**config.mk**
```make
export PLATFORM = sky130hd
export DESIGN_NAME = la_iopwrseq
export DESIGN_NICKNAME = d
export VERILOG_FILES = /design/src/rtl/la_iopwrseq_pkg.sv /design/src/rtl/la_iopwrseq_cnt.sv /design/src/rtl/la_iopwrseq.sv
export SDC_FILE = /design/constraint.sdc
export NUM_CORES = 1
export LEC_CHECK = 0
export ABC_AREA = 1
export ABC_CLOCK_PERIOD_IN_PS = 1500
export BUFFER_PORTS_ARGS = -buffer_cell sky130_fd_sc_hd__clkbuf_2
export CELL_PAD_IN_SITES_DETAIL_PLACEMENT = 1
export CELL_PAD_IN_SITES_GLOBAL_PLACEMENT = 2
export CORE_UTILIZATION = 29
export CTS_CLUSTER_DIAMETER = 120
export DETAILED_ROUTE_END_ITERATION = 10
export GPL_ROUTABILITY_DRIVEN = 1
export PLACE_DENSITY_LB_ADDON = 0.1
export SYNTH_ARGS = -nofsm -noshare
export SYNTH_HDL_FRONTEND = slang
export SYNTH_SLANG_ARGS = --single-unit
```
**constraint.sdc**
```tcl
create_clock -name clk -period 1.5 [get_ports clk]
set_input_delay 0 -clock clk [delete_from_list [all_inputs] [get_ports clk]]
set_output_delay 0 -clock clk [all_outputs]
set_load 0.01 [all_outputs]
```
**src/rtl/la_iopwrseq_pkg.sv**
```systemverilog
// rtl/la_iopwrseq_pkg.sv - shared state encoding and width helpers for the pad-ring power sequencer
package la_iopwrseq_pkg;

  typedef enum logic [2:0] {
    IDLE        = 3'd0,
    UP_SETTLE   = 3'd1,
    UP_WAIT     = 3'd2,
    ON          = 3'd3,
    DOWN_SETTLE = 3'd4,
    FAULT       = 3'd5
  } state_t;

  function automatic int idx_width(input int n);
    return (n > 1) ? $clog2(n) : 1;
  endfunction

  function automatic int cnt_width(input int dly, input int tmo);
    return $clog2(((dly > tmo) ? dly : tmo) + 1);
  endfunction

endpackage

```
**src/rtl/la_iopwrseq_cnt.sv**
```systemverilog
// rtl/la_iopwrseq_cnt.sv - saturating cycle counter for settle/timeout timing
module la_iopwrseq_cnt #(
  parameter int W = 3
) (
  input  logic         clk,
  input  logic         reset,
  input  logic         clear,
  input  logic         inc,
  output logic [W-1:0] cnt,
  output logic         sat
);

  assign sat = &cnt;

  always_ff @(posedge clk or posedge reset) begin
    if (reset)
      cnt <= '0;
    else if (clear)
      cnt <= '0;
    else if (inc && !sat)
      cnt <= cnt + 1'b1;
  end

endmodule

```
**src/rtl/la_iopwrseq.sv**
```systemverilog
// rtl/la_iopwrseq.sv - thermometer-coded supply/clamp power sequencer
// Optional ON-state pgood watchdog: define LA_IOPWRSEQ_WDOG_EN.
module la_iopwrseq
  import la_iopwrseq_pkg::*;
#(
  parameter string PROP = "DEFAULT",
  parameter string SIDE = "NO",
  parameter int    N    = 4,
  parameter int    DLY  = 4,
  parameter int    TMO  = 8
) (
  input  logic                      clk,
  input  logic                      reset,
  input  logic                      en,
  input  logic [N-1:0]              pgood,
  output logic [N-1:0]              chen,
  output logic                      ready,
  output logic                      fault,
  output logic [idx_width(N)-1:0]   fchan
);

  localparam int FW = idx_width(N);
  localparam int CW = cnt_width(DLY, TMO);
  localparam logic [CW-1:0] DLY_LAST = CW'(DLY - 1);
  localparam logic [CW-1:0] DLY_END  = CW'(DLY);
  localparam logic [CW-1:0] TMO_LAST = CW'(TMO - 1);
  localparam logic [FW-1:0] IDX_LAST = FW'(N - 1);

  // Cell selectors only matter to the external pad-ring mapping; nothing is instantiated here.
  if (SIDE != "NO" && SIDE != "SO" && SIDE != "EA" && SIDE != "WE") begin : g_side_unknown
  end
  if (PROP == "") begin : g_prop_empty
  end

  state_t         state, state_n;
  logic [FW-1:0]  idx, idx_n;
  logic [N-1:0]   chen_n;
  logic           fault_n;
  logic [FW-1:0]  fchan_n;
  logic [CW-1:0]  cnt;
  logic           cnt_clr, cnt_inc, cnt_sat;
`ifdef LA_IOPWRSEQ_WDOG_EN
  logic [N-1:0]   lowprev, lowprev_n, bad;
`endif

  la_iopwrseq_cnt #(.W(CW)) u_cnt (
    .clk   (clk),
    .reset (reset),
    .clear (cnt_clr),
    .inc   (cnt_inc),
    .cnt   (cnt),
    .sat   (cnt_sat)
  );

  assign ready = (state == ON);

  always_ff @(posedge clk or posedge reset) begin
    if (reset) begin
      state <= IDLE;
      idx   <= '0;
      chen  <= '0;
      fault <= 1'b0;
      fchan <= '0;
    end else begin
      state <= state_n;
      idx   <= idx_n;
      chen  <= chen_n;
      fault <= fault_n;
      fchan <= fchan_n;
    end
  end

`ifdef LA_IOPWRSEQ_WDOG_EN
  always_ff @(posedge clk or posedge reset) begin
    if (reset) lowprev <= '0;
    else       lowprev <= lowprev_n;
  end
`endif

  always_comb begin
    state_n = state;
    idx_n   = idx;
    chen_n  = chen;
    fault_n = fault;
    fchan_n = fchan;
    cnt_clr = 1'b0;
    cnt_inc = 1'b0;
`ifdef LA_IOPWRSEQ_WDOG_EN
    lowprev_n = '0;
    bad       = ~pgood & lowprev;
`endif
    case (state)
      IDLE: begin
        if (en) begin
          state_n   = UP_SETTLE;
          idx_n     = '0;
          chen_n    = '0;
          chen_n[0] = 1'b1;
          fault_n   = 1'b0;
          fchan_n   = '0;
          cnt_clr   = 1'b1;
        end
      end
      UP_SETTLE: begin
        if (!en) begin
          state_n     = DOWN_SETTLE;
          chen_n[idx] = 1'b0;
          cnt_clr     = 1'b1;
        end else if (cnt == DLY_LAST || cnt_sat) begin
          state_n = UP_WAIT;
          cnt_clr = 1'b1;
        end else begin
          cnt_inc = 1'b1;
        end
      end
      UP_WAIT: begin
        if (!en) begin
          state_n     = DOWN_SETTLE;
          chen_n[idx] = 1'b0;
          cnt_clr     = 1'b1;
        end else if (pgood[idx]) begin
          cnt_clr = 1'b1;
          if (idx == IDX_LAST) begin
            state_n = ON;
          end else begin
            state_n       = UP_SETTLE;
            idx_n         = idx + 1'b1;
            chen_n[idx_n] = 1'b1;
          end
        end else if (cnt == TMO_LAST || cnt_sat) begin
          state_n = FAULT;
          chen_n  = '0;
          fault_n = 1'b1;
          fchan_n = idx;
        end else begin
          cnt_inc = 1'b1;
        end
      end
      ON: begin
        if (!en) begin
          state_n     = DOWN_SETTLE;
          chen_n[idx] = 1'b0;
          cnt_clr     = 1'b1;
        end
`ifdef LA_IOPWRSEQ_WDOG_EN
        else if (|bad) begin
          state_n = FAULT;
          chen_n  = '0;
          fault_n = 1'b1;
          for (int k = N - 1; k >= 0; k--)
            if (bad[k]) fchan_n = FW'(k);
        end else begin
          lowprev_n = ~pgood;
        end
`endif
      end
      DOWN_SETTLE: begin
        // en is deliberately not looked at: shutdown always completes to IDLE.
        if (cnt == DLY_END || cnt_sat) begin
          cnt_clr = 1'b1;
          if (idx == '0) begin
            state_n = IDLE;
          end else begin
            idx_n         = idx - 1'b1;
            chen_n[idx_n] = 1'b0;
          end
        end else begin
          cnt_inc = 1'b1;
        end
      end
      FAULT: begin
        if (!en) state_n = IDLE;
      end
      default: begin
        state_n = IDLE;
        chen_n  = '0;
      end
    endcase
  end

endmodule

```
==> results of run 1 <==
-- kinds of logic after synthesis --
family / synth area share, %
AO/OA/AOI/OAI: 10.87
XOR/XNOR: 1.323
adder cells (fa/ha/maj): 6.616
buffers and inverters: 8.600
flip-flops: 30.25
AND/OR/NAND/NOR: 42.34
-- what timing repair did --
action,4_1_cts,5_1_grt
resized for setup,17,39
setup endpoints to repair,14,16
pin swaps,6,12
hold buffers,1,0
setup buffers,0,12
hold endpoints to repair,16,0
-- path summary, 6_finish.rpt --
path	start	endpoint	slack, ns	cells after the start
max reg2reg	u_cnt.cnt[0]	idx[0]	-0.04	8
max	u_cnt.cnt[0]	idx[0]	-0.04	8
min	en	state[1]	0.25	4
min reg2reg	fchan[0]	fchan[0]	0.49	2
min in group asynchronous	reset	fchan[0]	0.36	3
max in group asynchronous	reset	state[2]	0.67	3
-- power groups by stage --
stage               clock, mW  combinational [mW]  sequential (mW)
global placement            0                1.63            0.655
CTS                     0.408                1.71            0.677
global route            0.430                2.30            0.700
floorplan                   0                1.04            0.657
finish                  0.414                2.07            0.682
detailed placement          0                1.66            0.664
-- layer usage --
| layer | global-route usage [%] | part of all wire, % |
|---|---|---|
| met1 | 24.00 | 43 |
| met2 | 33.33 | 53 |
| met3 | 1.453 | 2.3 |
| met4 | 4.082 | 1.6 |
| met5 | 0 | 0 |
-- cell type report --
cell class | count | area [um2] | area share [%]
timing repair buffer | 48 | 327.8 | 16.96
clock buffer | 4 | 55.05 | 2.848
sequential | 16 | 411.6 | 21.29
tap | 52 | 65.06 | 3.366
multi-input combinational | 157 | 979.7 | 50.68
inverter | 23 | 93.84 | 4.854
-- sequential cells by signal, summed over array words and instances (netlist names) --
name / cells
chen: 4
fault: 1
fchan: 2
idx: 2
state: 3
u_cnt.cnt: 4
-- cell usage in the layout (no fill, tap or decap), drive strengths merged --
cell type,netlist,layout
nand2,76,76
buf,3,33
nand3,26,26
inv,23,23
clkbuf,0,18
nor2,17,17
dfrtp,16,16
o21ai,14,14
ha,7,7
a21oi,3,3
xor2,2,2
o211ai,2,2
o21bai,2,2
nand4,2,2
o21a,1,1
nor3,1,1
a31oi,1,1
o31ai,1,1
nand3b,1,1
and2,1,1
dlygate4sd3,0,1
-- worst register-to-register path: stages (launching register included) --
cell	delay, ns
dfrtp_2	0.44
inv_2	0.09
ha_4	0.14
nand3_4	0.09
nand3_4	0.09
nand3_1	0.06
nand3b_1	0.28
nand2_1	0.15
o21ai_2	0.07
-- per-stage QoR --
stage	util (%)	instance area [um2]	hold WS, ns	TNS (ns)
3_5_place_dp	36.24	1589	0.1212	-1.432
4_1_cts	38.84	1703	0.2733	-0.2850
5_1_grt	44.09	1933	0.2999	-1.298
3_3_place_gp	36.24	1589	0.1019	-0.7045
2_1_floorplan	-	1324	-0.08626	0
6_report	44.09	1933	0.2538	-0.1584
==> results.sh, run 1 <==
export IMPL_post_place_ws_ns=-0.1911
export IMPL_path_buf_inv=1
export IMPL_cpMostUsedCell="nand3_4"
export IMPL_ys_types=29
export IMPL_post_route_min_period_ns=1.539
export IMPL_cp_max_fo=4
export IMPL_startpoint_type="flip-flop"
export IMPL_slew_violations=0
export IMPL_grt_pass1_wl_mm=7.293
export IMPL_fin_skew_ns=0.001129
export IMPL_worstMarginPinSlew_ns=0.6708
export IMPL_crit_arrival_ns=1.69
export IMPL_die_area_um2=4839
export IMPL_critPathMaxStageDelay_ns=0.44
export IMPL_relSlewSlack_pct=55.23
export IMPL_fin_cells=300
export IMPL_power_density_nw_per_um2=1638
export IMPL_clockPowerShare_pct=13.1
export IMPL_core_um2=4384
export IMPL_synth_largest_area_cell="dfrtp_1"
export IMPL_timing_max_cap_violations=0
export IMPL_async_flop_share_pct=100.0
export IMPL_drt_antenna_violating_nets=0
export IMPL_grt_max_degree=17
export IMPL_clk_path_buf_depth=2
export IMPL_critPathTopFamily="simple AND/OR/NAND/NOR gates"
export IMPL_final_hold_violation_count=0
export IMPL_clkTransAtPathRegs_ns=0.07
export IMPL_syn_area_per_cell_um2=6.652
export IMPL_place_hpwl_mm=3.386
export IMPL_syn2layout_area_growth_pct=46.03
export IMPL_grt_remaining_overflow=0
export IMPL_seqPwrFrac_pct=21.6
export IMPL_drt_first_iter_violations=40
export IMPL_hold_class="input pin to flip-flop"
export IMPL_ys_flop_type="dfrtp_1"
export IMPL_rsz0062_at_grt="true"
export IMPL_start_util_pct=30.19
export IMPL_p_int_mw=1.653
export IMPL_switchingPower_mw=1.513
export IMPL_nNetsFinal=263
export IMPL_via_per_inst=4.943
export IMPL_cts_tree="done"
export IMPL_rows=24
export IMPL_grt_use_total_pct=18.52
export IMPL_synthCells=199
export IMPL_die_x_um=69.56
export IMPL_syn_nets=213
export IMPL_yosysSeqAreaShare_pct=30.25
export IMPL_numCtsBuffers=3
export IMPL_finalWirelength_mm=4.363
export IMPL_combPwrFrac_pct=65.4
export IMPL_synth_top_cells_by_count="71 x nand2_1, 25 x nand3_1, 20 x inv_1"
export IMPL_antenna_found_initial=0
export IMPL_ys_top_cells_by_area="dfrtp_1 30%, nand2_1 20%, nand3_1 9.5%"
export IMPL_post_route_drc_count=0
export IMPL_max_freq_mhz=649.7
export IMPL_grt_pass1_vias=1571
export IMPL_io_pin_count=15
export IMPL_violations="setup timing"
export IMPL_sw_frac_of_total_pct=47.80
export IMPL_diodes=0
export IMPL_yosys_warnings=0
export IMPL_worstPathRequired_ns=1.65
export IMPL_ys_ff_latch=16
export IMPL_status="complete, but fails checks"
export IMPL_gp_congestion=0.7545
export IMPL_max_vdd_ir_drop_v=0.0005248
export IMPL_portBuffers=14
export IMPL_crit_path_end_kind="flip-flop"
export IMPL_cp_cell_sequence="inv_2 > ha_4 > nand3_4 > nand3_4 > nand3_1 > nand3b_1 > nand2_1 > o21ai_2"
export IMPL_htreeDepth=1
export IMPL_clock_sinks=16
export IMPL_synth_top_cell_area_share_pct=30.25
export IMPL_layout_drive_gt1_share_pct=43.55
export IMPL_crit_type="flip-flop to flip-flop"
export IMPL_nFillCells=561
export IMPL_yosysMostFrequentCell="nand2_1"
export IMPL_finalCritPeriodShare_pct=102.6
export IMPL_cts_root_buf="clkbuf_8"
export IMPL_synth_area_um2=1324
export IMPL_via_count=1483
export IMPL_setup_viol=5
export IMPL_slowest_stage="dfrtp_2"
export IMPL_finalPower_mw=3.166
export IMPL_die_h_um=69.56
export IMPL_synth_edf_count=0
export IMPL_wl_per_cell_um=14.54
export IMPL_layout_setup_ws_ns=-0.03927
export IMPL_firstDrtPassIters=4
export IMPL_dp_cells=283
export IMPL_clkLatencyLatePin_ns=0.26
export IMPL_leakagePower_nw=1.009
Note: power is estimated with default switching activity, not from simulation.
==> run 2: changes to the inputs <==
Settings changed: ABC_CLOCK_PERIOD_IN_PS 1500 to 1900, CORE_UTILIZATION 29 to 34.
Clock period 1.5 ns to 1.9 ns, I/O delays scaled along.
==> run 2 against run 1 <==
Effect of this change: the flow now finishes without violations; critical path depth unchanged; worst setup slack improved by 0.26 ns; cell count shrank 12%; wire length decreased by 17%; sequential power down 21%; non-clock buffer count shrank 33; sequential cell count stayed put; largest cell class unchanged.
==> results.sh, run 2 (synthesis results as in run 1) <==
export IMPL_status="finished clean"
export IMPL_finalCritPeriodShare_pct=88.18
export IMPL_relSlewSlack_pct=53.59
export IMPL_post_route_min_period_ns=1.675
export IMPL_leakagePower_nw=0.8293
export IMPL_grt_remaining_overflow=0
export IMPL_fin_cells=263
export IMPL_clkTransAtPathRegs_ns=0.07
export IMPL_core_um2=3689
export IMPL_critPathTopFamily="simple AND/OR/NAND/NOR gates"
export IMPL_cts_root_buf="clkbuf_8"
export IMPL_htreeDepth=1
export IMPL_post_place_ws_ns=0.1502
export IMPL_path_buf_inv=2
export IMPL_rsz0062_at_grt="false"
export IMPL_max_freq_mhz=596.9
export IMPL_drt_antenna_violating_nets=0
export IMPL_slew_violations=0
export IMPL_crit_arrival_ns=1.81
export IMPL_grt_pass1_vias=1320
export IMPL_worstMarginPinSlew_ns=0.6954
export IMPL_cts_tree="done"
export IMPL_place_hpwl_mm=2.946
export IMPL_grt_pass1_wl_mm=6.292
export IMPL_critPathMaxStageDelay_ns=0.51
export IMPL_post_route_drc_count=0
export IMPL_finalWirelength_mm=3.634
export IMPL_hold_class="input pin to flip-flop"
export IMPL_max_vdd_ir_drop_v=0.0003308
export IMPL_start_util_pct=35.89
export IMPL_slowest_stage="dfrtp_1"
export IMPL_worstPathRequired_ns=2.04
export IMPL_timing_max_cap_violations=0
export IMPL_final_cell_mix="71 x nand2_1, 25 x nand3_1, 20 x inv_1, 15 x dfrtp_1, 14 x clkbuf_2"
export IMPL_nNetsFinal=230
export IMPL_cp_max_fo=8
export IMPL_combPwrFrac_pct=55.5
export IMPL_die_area_um2=4147
export IMPL_multi_input_area_um2=813.3
export IMPL_final_common_cell="nand2_1"
export IMPL_fin_setup_tns_ns=0
export IMPL_clock_sinks=16
export IMPL_portBuffers=14
export IMPL_clk_path_buf_depth=2
export IMPL_diodes=0
export IMPL_grt_use_total_pct=19.91
export IMPL_setup_viol=0
export IMPL_clkLatencyLatePin_ns=0.25
export IMPL_postCtsSetupBuffers=0
export IMPL_startpoint_type="flip-flop"
export IMPL_via_per_inst=4.977
export IMPL_power_density_nw_per_um2=1290
export IMPL_largestRegisters="chen x4, u_cnt.cnt x4, state x3"
export IMPL_firstDrtPassIters=4
export IMPL_seqPwrFrac_pct=28.1
export IMPL_layout_setup_ws_ns=0.2246
export IMPL_wl_per_cell_um=13.82
export IMPL_fin_util_pct=40.57
export IMPL_cpMostUsedCell="nand2_1"
export IMPL_numCtsBuffers=3
export IMPL_nFillCells=508
export IMPL_crit_type="flip-flop to flip-flop"
export IMPL_syn2layout_area_growth_pct=13.04
export IMPL_sw_frac_of_total_pct=50.21
export IMPL_p_int_mw=0.9610
export IMPL_die_h_um=64.40
export IMPL_dp_cells=258
export IMPL_final_hold_violation_count=0
export IMPL_gp_congestion=0.8613
export IMPL_regArea_um2=401.6
export IMPL_via_count=1309
export IMPL_grt_max_degree=17
export IMPL_crit_path_end_kind="flip-flop"
export IMPL_io_pin_count=15
export IMPL_die_x_um=64.40
export IMPL_rows=22
export IMPL_clockPowerShare_pct=16.4
export IMPL_antenna_found_initial=0
export IMPL_switchingPower_mw=0.9690
export IMPL_fin_skew_ns=0.001004
export IMPL_finalPower_mw=1.930
export IMPL_layout_drive_gt1_share_pct=17.67
export IMPL_cp_cell_sequence="inv_1 > nand2_1 > inv_1 > nand2_1 > nand3_1 > nand3b_1 > nand2_1 > o21ai_1"
export IMPL_drt_first_iter_violations=48
[run 2: final cells by class]
cell class / instances / share of cell area [%]
Tap cell: 48 / 4.013
Timing Repair Buffer: 15 / 5.351
Clock buffer: 4 / 3.679
Multi-Input combinational cell: 157 / 54.35
Inverter: 23 / 5.769
Sequential cell: 16 / 26.84
[run 2: tightest hold or removal path, stage by stage]
cell and delay [ns]:
clkbuf_2 0.19, nand2_1 0.08, nand2_1 0.07, o21bai_1 0.11
[run 2: timing repair]
item	4_1_cts	5_1_grt
endpoints found under the hold margin	16	0
hold buffers	1	0
endpoints found under the setup margin	0	2
gates resized for setup	0	3
[run 2: final timing paths]
kind / start / end / slack (ns) / cells past startpoint
worst max register to register: state[1] / idx[0] / 0.22 / 8
max in group asynchronous: reset / idx[0] / 1.04 / 3
worst min register to register: fault / fault / 0.48 / 2
min in group asynchronous: reset / fchan[0] / 0.38 / 3
worst max-delay path: state[1] / idx[0] / 0.22 / 8
worst min-delay path: en / state[0] / 0.24 / 4
[run 2: power by group through the flow]
stage	logic (mW)	registers (mW)	clock network, mW
detailed placement	1.07	0.550	0
global placement	1.05	0.542	0
floorplan	0.818	0.519	0
CTS	1.08	0.544	0.322
finish	1.07	0.542	0.317
global route	1.23	0.561	0.337
[run 2: through the flow]
stage	instance area, um2	hold WS (ns)
finish	1496	0.2448
global route	1496	0.2739
CTS	1491	0.2389
detailed placement	1426	0.1460
global placement	1426	0.1042
floorplan	1324	-0.08626
[run 2: layer usage]
metal / up-vias / wire [um] / GRT usage (%)
met2: 11 / 1717 / 32.37
li1: 673 / - / -
met5: - / 0 / 0
met3: 2 / 49 / 1.786
met1: 623 / 1849 / 27.76
met4: 0 / 17 / 5.833
==> run 3: changes to the inputs <==
Settings changed: CORE_UTILIZATION 34 to 35, CTS_BUF_LIST set to sky130_fd_sc_hd__clkbuf_8, SYNTH_HIERARCHICAL set to 1.
==> run 3 against run 2 <==
Effect of this change: synthesized cell count rose by 16%; clock power rose by 3%; cell count rose by 15%; maximum frequency fell by 4.6%; design area rose by 12%; clock-buffer cell count did not move.
==> results.sh, run 3 <==
export IMPL_numCtsBuffers=3
export IMPL_ys_ff_latch=16
export IMPL_hold_class="input pin to asynchronous set/reset pin"
export IMPL_synth_edf_count=0
export IMPL_cts_root_buf="clkbuf_8"
export IMPL_hold_slack_ns=0.1619
export IMPL_syn_area_per_cell_um2=6.240
export IMPL_grt_use_total_pct=22.00
export IMPL_max_vdd_ir_drop_v=0.0006038
export IMPL_slowest_stage="dfrtp_1"
export IMPL_slew_violations=0
export IMPL_clkTransAtPathRegs_ns=0.08
export IMPL_grt_remaining_overflow=0
export IMPL_r2r_end="u_cnt/cnt[1]"
export IMPL_yosysMostFrequentCell="nand2_1"
export IMPL_leakagePower_nw=0.9516
export IMPL_die_h_um=66.04
export IMPL_place_area_um2=1607
export IMPL_critPathTopFamily="simple AND/OR/NAND/NOR gates"
export IMPL_drt_antenna_violating_nets=0
export IMPL_nNetsFinal=267
export IMPL_final_cell_mix="86 x nand2_1, 28 x nand3_1, 22 x inv_1, 17 x nor2_1, 16 x dfrtp_1"
export IMPL_diodes=0
export IMPL_crit_path_end_kind="flip-flop"
export IMPL_layout_drive_gt1_share_pct=22.83
export IMPL_clkLatencyLatePin_ns=0.27
export IMPL_r2r_slack_ns=0.14
export IMPL_worstMarginPinSlew_ns=0.5042
export IMPL_fin_cells=302
export IMPL_reg2reg_from="state[0]"
export IMPL_core_um2=3799
export IMPL_post_place_ws_ns=0.09806
export IMPL_synthCells=230
export IMPL_wl_per_cell_um=14.18
export IMPL_drt_first_iter_violations=61
export IMPL_finalPower_mw=2.165
export IMPL_max_freq_mhz=569.5
export IMPL_worstPathRequired_ns=2.05
export IMPL_crit_type="flip-flop to flip-flop"
export IMPL_fin_setup_tns_ns=0
export IMPL_fin_util_pct=44.30
export IMPL_rows=22
export IMPL_relSlewSlack_pct=66.35
export IMPL_final_common_cell="nand2_1"
export IMPL_post_route_min_period_ns=1.756
export IMPL_async_flop_share_pct=100.0
export IMPL_layout_setup_ws_ns=0.1441
export IMPL_timing_max_cap_violations=0
export IMPL_ys_types=26
export IMPL_post_route_drc_count=0
export IMPL_portBuffers=14
export IMPL_grt_pass1_vias=1566
export IMPL_startpoint_type="flip-flop"
export IMPL_grt_max_degree=16
export IMPL_ys_flop_type="dfrtp_1"
export IMPL_path_buf_inv=2
export IMPL_via_per_inst=5.030
export IMPL_cts_tree="done"
export IMPL_syn_nets=242
export IMPL_yosysSeqAreaShare_pct=27.90
export IMPL_synth_top_cells_by_count="86 x nand2_1, 29 x nand3_1, 23 x inv_1"
export IMPL_r2r_worst_path_cells=8
export IMPL_firstDrtPassIters=4
export IMPL_place_hpwl_mm=3.456
export IMPL_largestRegisters="chen x4, u_cnt/cnt x4, state x3"
export IMPL_setup_viol=0
export IMPL_syn2layout_area_growth_pct=17.26
export IMPL_cp_cell_sequence="nor2_2 > inv_1 > nor2_4 > nand2_1 > o2111ai_1 > inv_1 > nand3_1 > nand2_1"
export IMPL_antenna_found_initial=0
export IMPL_synth_largest_area_cell="dfrtp_1"
export IMPL_status="finished clean"
export IMPL_yosys_warnings=6
export IMPL_power_density_nw_per_um2=1287
export IMPL_gp_congestion=0.8142
export IMPL_critPathMaxStageDelay_ns=0.46
export IMPL_htreeDepth=1
export IMPL_finalCritPeriodShare_pct=92.42
export IMPL_postCtsSetupBuffers=0
export IMPL_synth_top_cell_area_share_pct=27.90
export IMPL_synth_area_um2=1435
export IMPL_die_area_um2=4361
export IMPL_fin_skew_ns=0.008909
export IMPL_clk_path_buf_depth=2
export IMPL_dp_cells=297
export IMPL_crit_arrival_ns=1.91
export IMPL_final_hold_violation_count=0
export IMPL_clock_sinks=16
export IMPL_die_x_um=66.04
export IMPL_io_pin_count=15
export IMPL_start_util_pct=37.78
export IMPL_rsz0062_at_grt="false"
export IMPL_ys_top_cells_by_area="dfrtp_1 28%, nand2_1 22%, nand3_1 10%"
export IMPL_via_count=1519
export IMPL_grt_pass1_wl_mm=7.217
export IMPL_finalWirelength_mm=4.283
export IMPL_design_area_um2=1683
export IMPL_cp_max_fo=6
run 3: worst register-to-register path: stages, from the launching register on:
cell	delay (ns)
dfrtp_1	0.46
nor2_2	0.21
inv_1	0.12
nor2_4	0.19
nand2_1	0.09
o2111ai_1	0.20
inv_1	0.17
nand3_1	0.13
nand2_1	0.06
run 3: how the worst max path moves through the flow:
stage | start | endpoint | depth (start not counted)
floorplan | u_cnt/cnt[0] | u_cnt/cnt[3] | 13
global placement | u_cnt/cnt[0] | u_cnt/cnt[3] | 13
detailed placement | u_cnt/cnt[0] | u_cnt/cnt[3] | 13
CTS | u_cnt/cnt[0] | u_cnt/cnt[3] | 13
global route | u_cnt/cnt[0] | u_cnt/cnt[2] | 13
finish | state[0] | u_cnt/cnt[1] | 8
run 3: logic make-up (layout without fill, tap and decap cells):
logic type                 after synthesis  in the layout  share of synthesized area, %
adders and majority gates                5              5                         4.359
xor gates and xnor gates                 1              1                        0.6104
buffers and inverters                   30             54                         8.108
AOI/OAI and AO/OA                       22             22                         9.155
DFF                                     16             16                         27.90
and+or+nand+nor                        156            156                         49.87
run 3: cell type report:
type	count	area, um2
Fill cell	520	2116
Multi-Input combinational cell	184	929.6
Sequential cell	16	400.4
Timing Repair Buffer	22	132.6
Inverter	28	105.1
Tap cell	48	60.06
Clock buffer	4	55.05
run 3: report_power, final:
part,internal (mW),switching [mW]
logic,0.443,0.855
clock network,0.185,0.140
registers,0.433,0.109
total,1.06,1.11
run 3: metal layers:
layer / part of all wire, % / routed length (um) / track usage [%]
met5: 0 / 0 / 0
met1: 48 / 2064 / 27.89
met3: 2.7 / 114 / 3.793
met2: 48 / 2070 / 38.39
met4: 0.79 / 34 / 5.053
run 3: what timing repair did:
item                       4_1_cts  5_1_grt
hold buffers                     1        0
setup endpoints to repair        0        4
hold endpoints to repair        16        0
gates resized for setup          0        5
